[config.mk]
export PLATFORM = sky130hd
export DESIGN_NAME = height_sequencer
export DESIGN_NICKNAME = d
export VERILOG_FILES = /design/src/rtl/height_sequencer.sv
export SDC_FILE = /design/constraint.sdc
export NUM_CORES = 1
export LEC_CHECK = 0
export BUFFER_PORTS_ARGS = -buffer_cell sky130_fd_sc_hd__buf_2
export CAP_MARGIN = 20
export CORE_AREA = 3 3 116 118
export CTS_CLUSTER_DIAMETER = 80
export CTS_CLUSTER_SIZE = 24
export DETAILED_ROUTE_END_ITERATION = 8
export DIE_AREA = 0 0 119 121
export GPL_ROUTABILITY_DRIVEN = 1
export PLACE_DENSITY = 0.47
export RECOVER_POWER = 100
export SYNTH_ARGS = -nofsm -noshare
export SYNTH_HDL_FRONTEND = slang
export SYNTH_SLANG_ARGS = --single-unit
[constraint.sdc]
create_clock -name clk -period 7.9 [get_ports clk]
set_clock_uncertainty 0.1 [all_clocks]
set_input_delay 0.395 -clock clk [delete_from_list [all_inputs] [get_ports clk]]
set_output_delay 0.395 -clock clk [all_outputs]
set_load 0.005 [all_outputs]
[src/rtl/height_sequencer.sv]
// -----------------------------------------------------------------------------
// height_sequencer
//
// Purpose:
//   Front end for the height computation path. It polls the four drop-zone
//   sensors in turn over one shared read port and captures one reading from
//   each. It then averages the valid sensor pairs into an 8-bit height and
//   offers that height downstream on a valid/ready handshake. A per-read
//   timeout keeps a dead sensor from stalling the frame; a timed-out read
//   counts as 0.
//
// Parameters:
//   TIMEOUT      REQ cycles allowed per sensor before the read is abandoned
//                (1..255).
//
// Ports:
//   clk          rising-edge clock
//   rst          synchronous active-high reset
//   start        begin a measurement frame (sampled only while idle)
//   busy         high whenever a frame is in progress or a result is pending
//   sensor_sel   index of the sensor being read (0..3)
//   sensor_req   read request on the shared sensor port
//   sensor_ack   sensor read complete; sensor_data valid this cycle
//   sensor_data  reading from the selected sensor
//   height       computed height; holds until the next calculation
//   height_valid height offered downstream
//   height_ready downstream accepts height
//   timeout_err  a read in the current or last frame timed out
// -----------------------------------------------------------------------------
module height_sequencer #(
  parameter int TIMEOUT = 15
) (
  input  logic       clk,
  input  logic       rst,
  input  logic       start,
  output logic       busy,
  output logic [1:0] sensor_sel,
  output logic       sensor_req,
  input  logic       sensor_ack,
  input  logic [7:0] sensor_data,
  output logic [7:0] height,
  output logic       height_valid,
  input  logic       height_ready,
  output logic       timeout_err
);

  typedef enum logic [2:0] {
    IDLE,
    REQ,
    GAP,
    CALC,
    OUT
  } state_t;

  // Counter value seen during the last REQ cycle allowed for one read.
  localparam logic [7:0] TO_LAST = 8'(TIMEOUT - 1);

  state_t     state_q, state_d;
  logic [1:0] sel_q;
  logic [7:0] cnt_q;
  logic [7:0] slot_q [4];
  logic [7:0] height_q;
  logic       err_q;

  logic       ack_hit;
  logic       timeout_hit;
  logic       read_done;
  logic [7:0] height_d;

  // An ack on the final allowed cycle wins over the timeout.
  assign ack_hit     = (state_q == REQ) && sensor_ack;
  assign timeout_hit = (state_q == REQ) && !sensor_ack && (cnt_q == TO_LAST);
  assign read_done   = ack_hit || timeout_hit;

  // ---------------------------------------------------------------------------
  // State register
  // ---------------------------------------------------------------------------
  // NOTE: clocked state uses non-blocking assignment so every flop samples
  // pre-edge values regardless of process ordering.
  always_ff @(posedge clk) begin
    if (rst) state_q <= IDLE;
    else     state_q <= state_d;
  end

  // ---------------------------------------------------------------------------
  // Next-state logic
  // ---------------------------------------------------------------------------
  // NOTE: the default assignment first keeps this purely combinational;
  // a path that left state_d unassigned would infer a latch.
  always_comb begin
    state_d = state_q;
    unique case (state_q)
      IDLE: if (start) state_d = REQ;
      REQ:  if (read_done) state_d = (sel_q == 2'd3) ? CALC : GAP;
      GAP:  state_d = REQ;
      CALC: state_d = OUT;
      OUT:  if (height_ready) state_d = IDLE;
      default: state_d = IDLE;
    endcase
  end

  // ---------------------------------------------------------------------------
  // Output decode (Moore)
  // ---------------------------------------------------------------------------
  always_comb begin
    busy         = 1'b1;
    sensor_req   = 1'b0;
    height_valid = 1'b0;
    unique case (state_q)
      IDLE:    busy = 1'b0;
      REQ:     sensor_req = 1'b1;
      OUT:     height_valid = 1'b1;
      default: ;
    endcase
  end

  // ---------------------------------------------------------------------------
  // Pair-validity averaging
  //   A = slot0 + slot2, B = slot1 + slot3; a pair counts only when both
  //   members are nonzero. One valid pair: halve with round-up. Two valid
  //   pairs: quarter with round-half-up. Neither: 0.
  // ---------------------------------------------------------------------------
  always_comb begin
    logic       a_ok, b_ok;
    logic [9:0] pair_a, pair_b, sum;

    a_ok   = (slot_q[0] != 8'd0) && (slot_q[2] != 8'd0);
    b_ok   = (slot_q[1] != 8'd0) && (slot_q[3] != 8'd0);
    pair_a = {2'b00, slot_q[0]} + {2'b00, slot_q[2]};
    pair_b = {2'b00, slot_q[1]} + {2'b00, slot_q[3]};
    sum    = (a_ok ? pair_a : 10'd0) + (b_ok ? pair_b : 10'd0);

    // Sum is at most 1020, so +2 still fits in 10 bits.
    unique case ({a_ok, b_ok})
      2'b11:        height_d = 8'((sum + 10'd2) >> 2);
      2'b10, 2'b01: height_d = 8'((sum + 10'd1) >> 1);
      default:      height_d = 8'd0;
    endcase
  end

  // ---------------------------------------------------------------------------
  // Datapath registers
  // ---------------------------------------------------------------------------
  always_ff @(posedge clk) begin
    if (rst) begin
      sel_q    <= 2'd0;
      cnt_q    <= 8'd0;
      height_q <= 8'd0;
      err_q    <= 1'b0;
      // NOTE: the slot storage is only four bytes and must read 0 after
      // reset, so it is reset explicitly rather than left to power-up.
      for (int i = 0; i < 4; i++) slot_q[i] <= 8'd0;
    end else begin
      unique case (state_q)
        IDLE: begin
          if (start) begin
            sel_q <= 2'd0;
            cnt_q <= 8'd0;
            err_q <= 1'b0;
          end
        end
        REQ: begin
          cnt_q <= cnt_q + 8'd1;
          if (ack_hit) begin
            slot_q[sel_q] <= sensor_data;
          end else if (timeout_hit) begin
            slot_q[sel_q] <= 8'd0;
            err_q         <= 1'b1;
          end
        end
        GAP: begin
          sel_q <= sel_q + 2'd1;
          cnt_q <= 8'd0;
        end
        CALC:    height_q <= height_d;
        default: ;
      endcase
    end
  end

  assign sensor_sel  = sel_q;
  assign height      = height_q;
  assign timeout_err = err_q;

endmodule

==> impl_metrics.py <==
metrics = {
    "pwr": {
        "max-vdd-ir-drop_mv": 0.119,
        "powerDensity_nw_per_um2": 196,
        "power.leakage_nw": 1.64,
    },
    "routing": {
        "vias": 2880,
        "dr.pass1.iters": 4,
        "drcViolationCount": 0,
        "drt-wirelength-per-cell_um": 13.9,
        "routed_via_density": 4.84,
        "first_iter_violations": 148,
        "routed_wl_mm": 8.28,
        "final_antenna_net_count": 0,
    },
    "worst_hold_path": {
        "hold_path_class": "primary input to flip-flop",
        "whs_path_depth": 2,
    },
    "setup_path": {
        "r2r_cells": 17,
        "worstSetupPathType": "flip-flop to flip-flop",
        "cp.arrival_ps": 4330,
        "worst_setup_path_end_kind": "flip-flop",
        "crit_fanout": 6,
        "worstSetupStartpointType": "flip-flop",
        "cp.required_ps": 8000,
    },
    "synthesis": {
        "synth-seq-cells": 54,
        "synth_top_area_frac": 0.256,
        "avgSynthCellArea_um2": 9.40,
        "ys_seq_area_frac": 0.373,
        "ys.flop_type": "edfxtp_1",
        "syn_inst": 399,
        "syn_area_um2": 3750,
        "synth_edf_count": 32,
        "synth_cell_types": 71,
        "synth_area_leader_cell": "edfxtp_1",
        "yosys_warnings": 0,
        "syn-num-nets": 445,
        "ys_top_cells_by_area": "edfxtp_1 26%, dfxtp_1 12%, ha_1 10%, nor2_1 4.3%, a21oi_1 4.0%",
        "synthArstFlopShare": 0,
    },
    "clock_network": {
        "cts.sinks": 54,
        "cts_hold_buf": 0,
        "cts_setup_buffers": 0,
        "clkLatencyLatePin_ps": 300,
        "cts_resized": 0,
        "clk_pin_slew_ps": 70,
        "cts_buffer_depth": 2,
        "clock-root-buffer": "clkbuf_16",
        "cts_buffers": 5,
        "htreeDepth": 2,
        "cts_tree": "done",
    },
    "timing": {
        "period_needed_ps": 4240,
        "rsz0062_at_grt": "false",
        "relSlewSlack": 0.402,
        "tns_ps": 0,
        "finalCritPeriodShare": 0.536,
        "finalHoldViolCount": 0,
        "slew_violations": 0,
        "finalSetupViolCount": 0,
        "tightestPinTransition_ps": 895,
        "fmax_mhz": 236,
        "hold-worst-slack_ps": 227,
    },
    "placed_design": {
        "post-place-cells": 587,
        "hpwl_mm": 6.59,
        "io_buffers": 26,
        "gp_congestion": 0.783,
    },
    "cells_and_area": {
        "final_util": 0.331,
        "area_growth_pct": 10.8,
        "antenna_cells": 0,
        "drive_gt1_frac": 0.125,
        "final_cells": 595,
        "final_cell_mix": "43 x nor2_1, 32 x edfxtp_1, 30 x a21oi_1, 30 x ha_1, 28 x nand2_1",
        "layout.nets": 468,
        "final_common_cell": "nor2_1",
    },
    "floorplan": {
        "die_area_um2": 14400,
        "die_h_um": 121,
        "core_area_um2": 12600,
        "initial_core_util": 0.299,
        "rows": 41,
        "pin_count": 27,
        "die_w_um": 119,
    },
    "run": {
        "maxCapViolCount": 0,
    },
    "global_route": {
        "grt_pass1_wl_mm": 14.4,
        "grt_max_degree": 19,
        "grt_overflow": 0,
        "grt_pass1_vias": 2982,
        "grt_usage": 0.122,
        "antenna_found_initial": 0,
    },
    "run_status": {
        "outcome": "complete, no violations",
    },
}
-- report_power, final --
group	switching, W	total, W	internal, W
registers	0.00000867	0.000316	0.000308
logic	0.000164	0.000280	0.000117
clock network	0.000101	0.000217	0.000116
total	0.000273	0.000813	0.000540
-- worst max-delay path, stage by stage, from the launching register on --
cell and delay, ps:
edfxtp_1 350, ha_1 170, inv_1 60, fa_1 370, nor2b_1 150, o21ai_0 110, a21boi_0 240, o21ai_0 140
a21boi_0 240, nor3_1 90, ha_1 440, nand2_1 80, o21ai_0 470, o21ai_0 180, a21boi_0 430, nor2_1 140
xor2_1 180, a22o_1 200
-- path summary, 6_finish.rpt --
check,start,to,slack [ps]
worst max-delay path,slot_q[3][0],height[6],3660
worst max register to register,slot_q[3][0],height[6],3660
worst min-delay path,start,timeout_err,230
worst min register to register,timeout_err,timeout_err,370
-- flip-flops by register name, indices dropped and copies added, names as in the netlist --
register / flops
slot_q: 32
timeout_err: 1
height: 8
sensor_sel: 2
cnt_q: 8
state_q: 3
-- area by class of cell --
class	count	area [µm²]
fillers	1280	8410
multi-input cells	310	2180
flip-flops and latches	54	1400
well taps	172	215
clock buffers	5	125
repair buffers	26	120
inverters	25	93.8
clock inverters	3	16.3
-- through the flow --
stage               area, µm²  power, W  setup WS (ps)
global placement         4040  0.000606           3810
CTS                      4180  0.000826           3800
floorplan                3750  0.000548           4250
detailed placement       4040  0.000605           3810
global route             4160  0.000866           3160
finish                   4160  0.000813           3660
-- cells by family (layout without fill, tap and decap cells) --
kind of cell	after synthesis	after routing	share of synthesized area
and+or+nand+nor	168	168	0.256
AOI/OAI and AO/OA	87	87	0.159
DFF	54	54	0.373
buffers and inverters	35	59	0.0403
adders and majority gates	33	33	0.116
xor gates and xnor gates	18	18	0.0440
muxes	4	4	0.0117
-- per-layer routing --
metal  wire length, µm  GRT usage
met3               294     0.0289
met5                 0          0
met2              3690      0.199
met4               130     0.0377
met1              4160      0.162
-- synthesized netlist by cell type, types with 5 or more instances --
cell and count:
inv_1 22, a21oi_1 30, nand3_1 5, nor2_1 43
nand2b_1 6, ha_1 30, xnor2_1 8, o21ai_0 18
xor2_1 9, nor3_1 10, or3_1 5, nor2b_1 20
and3_1 5, edfxtp_1 32, nor3b_1 6, dfxtp_1 22
nand2_1 28, nand4_1 6, nor4_1 9
(Power assumes the default switching activity.)
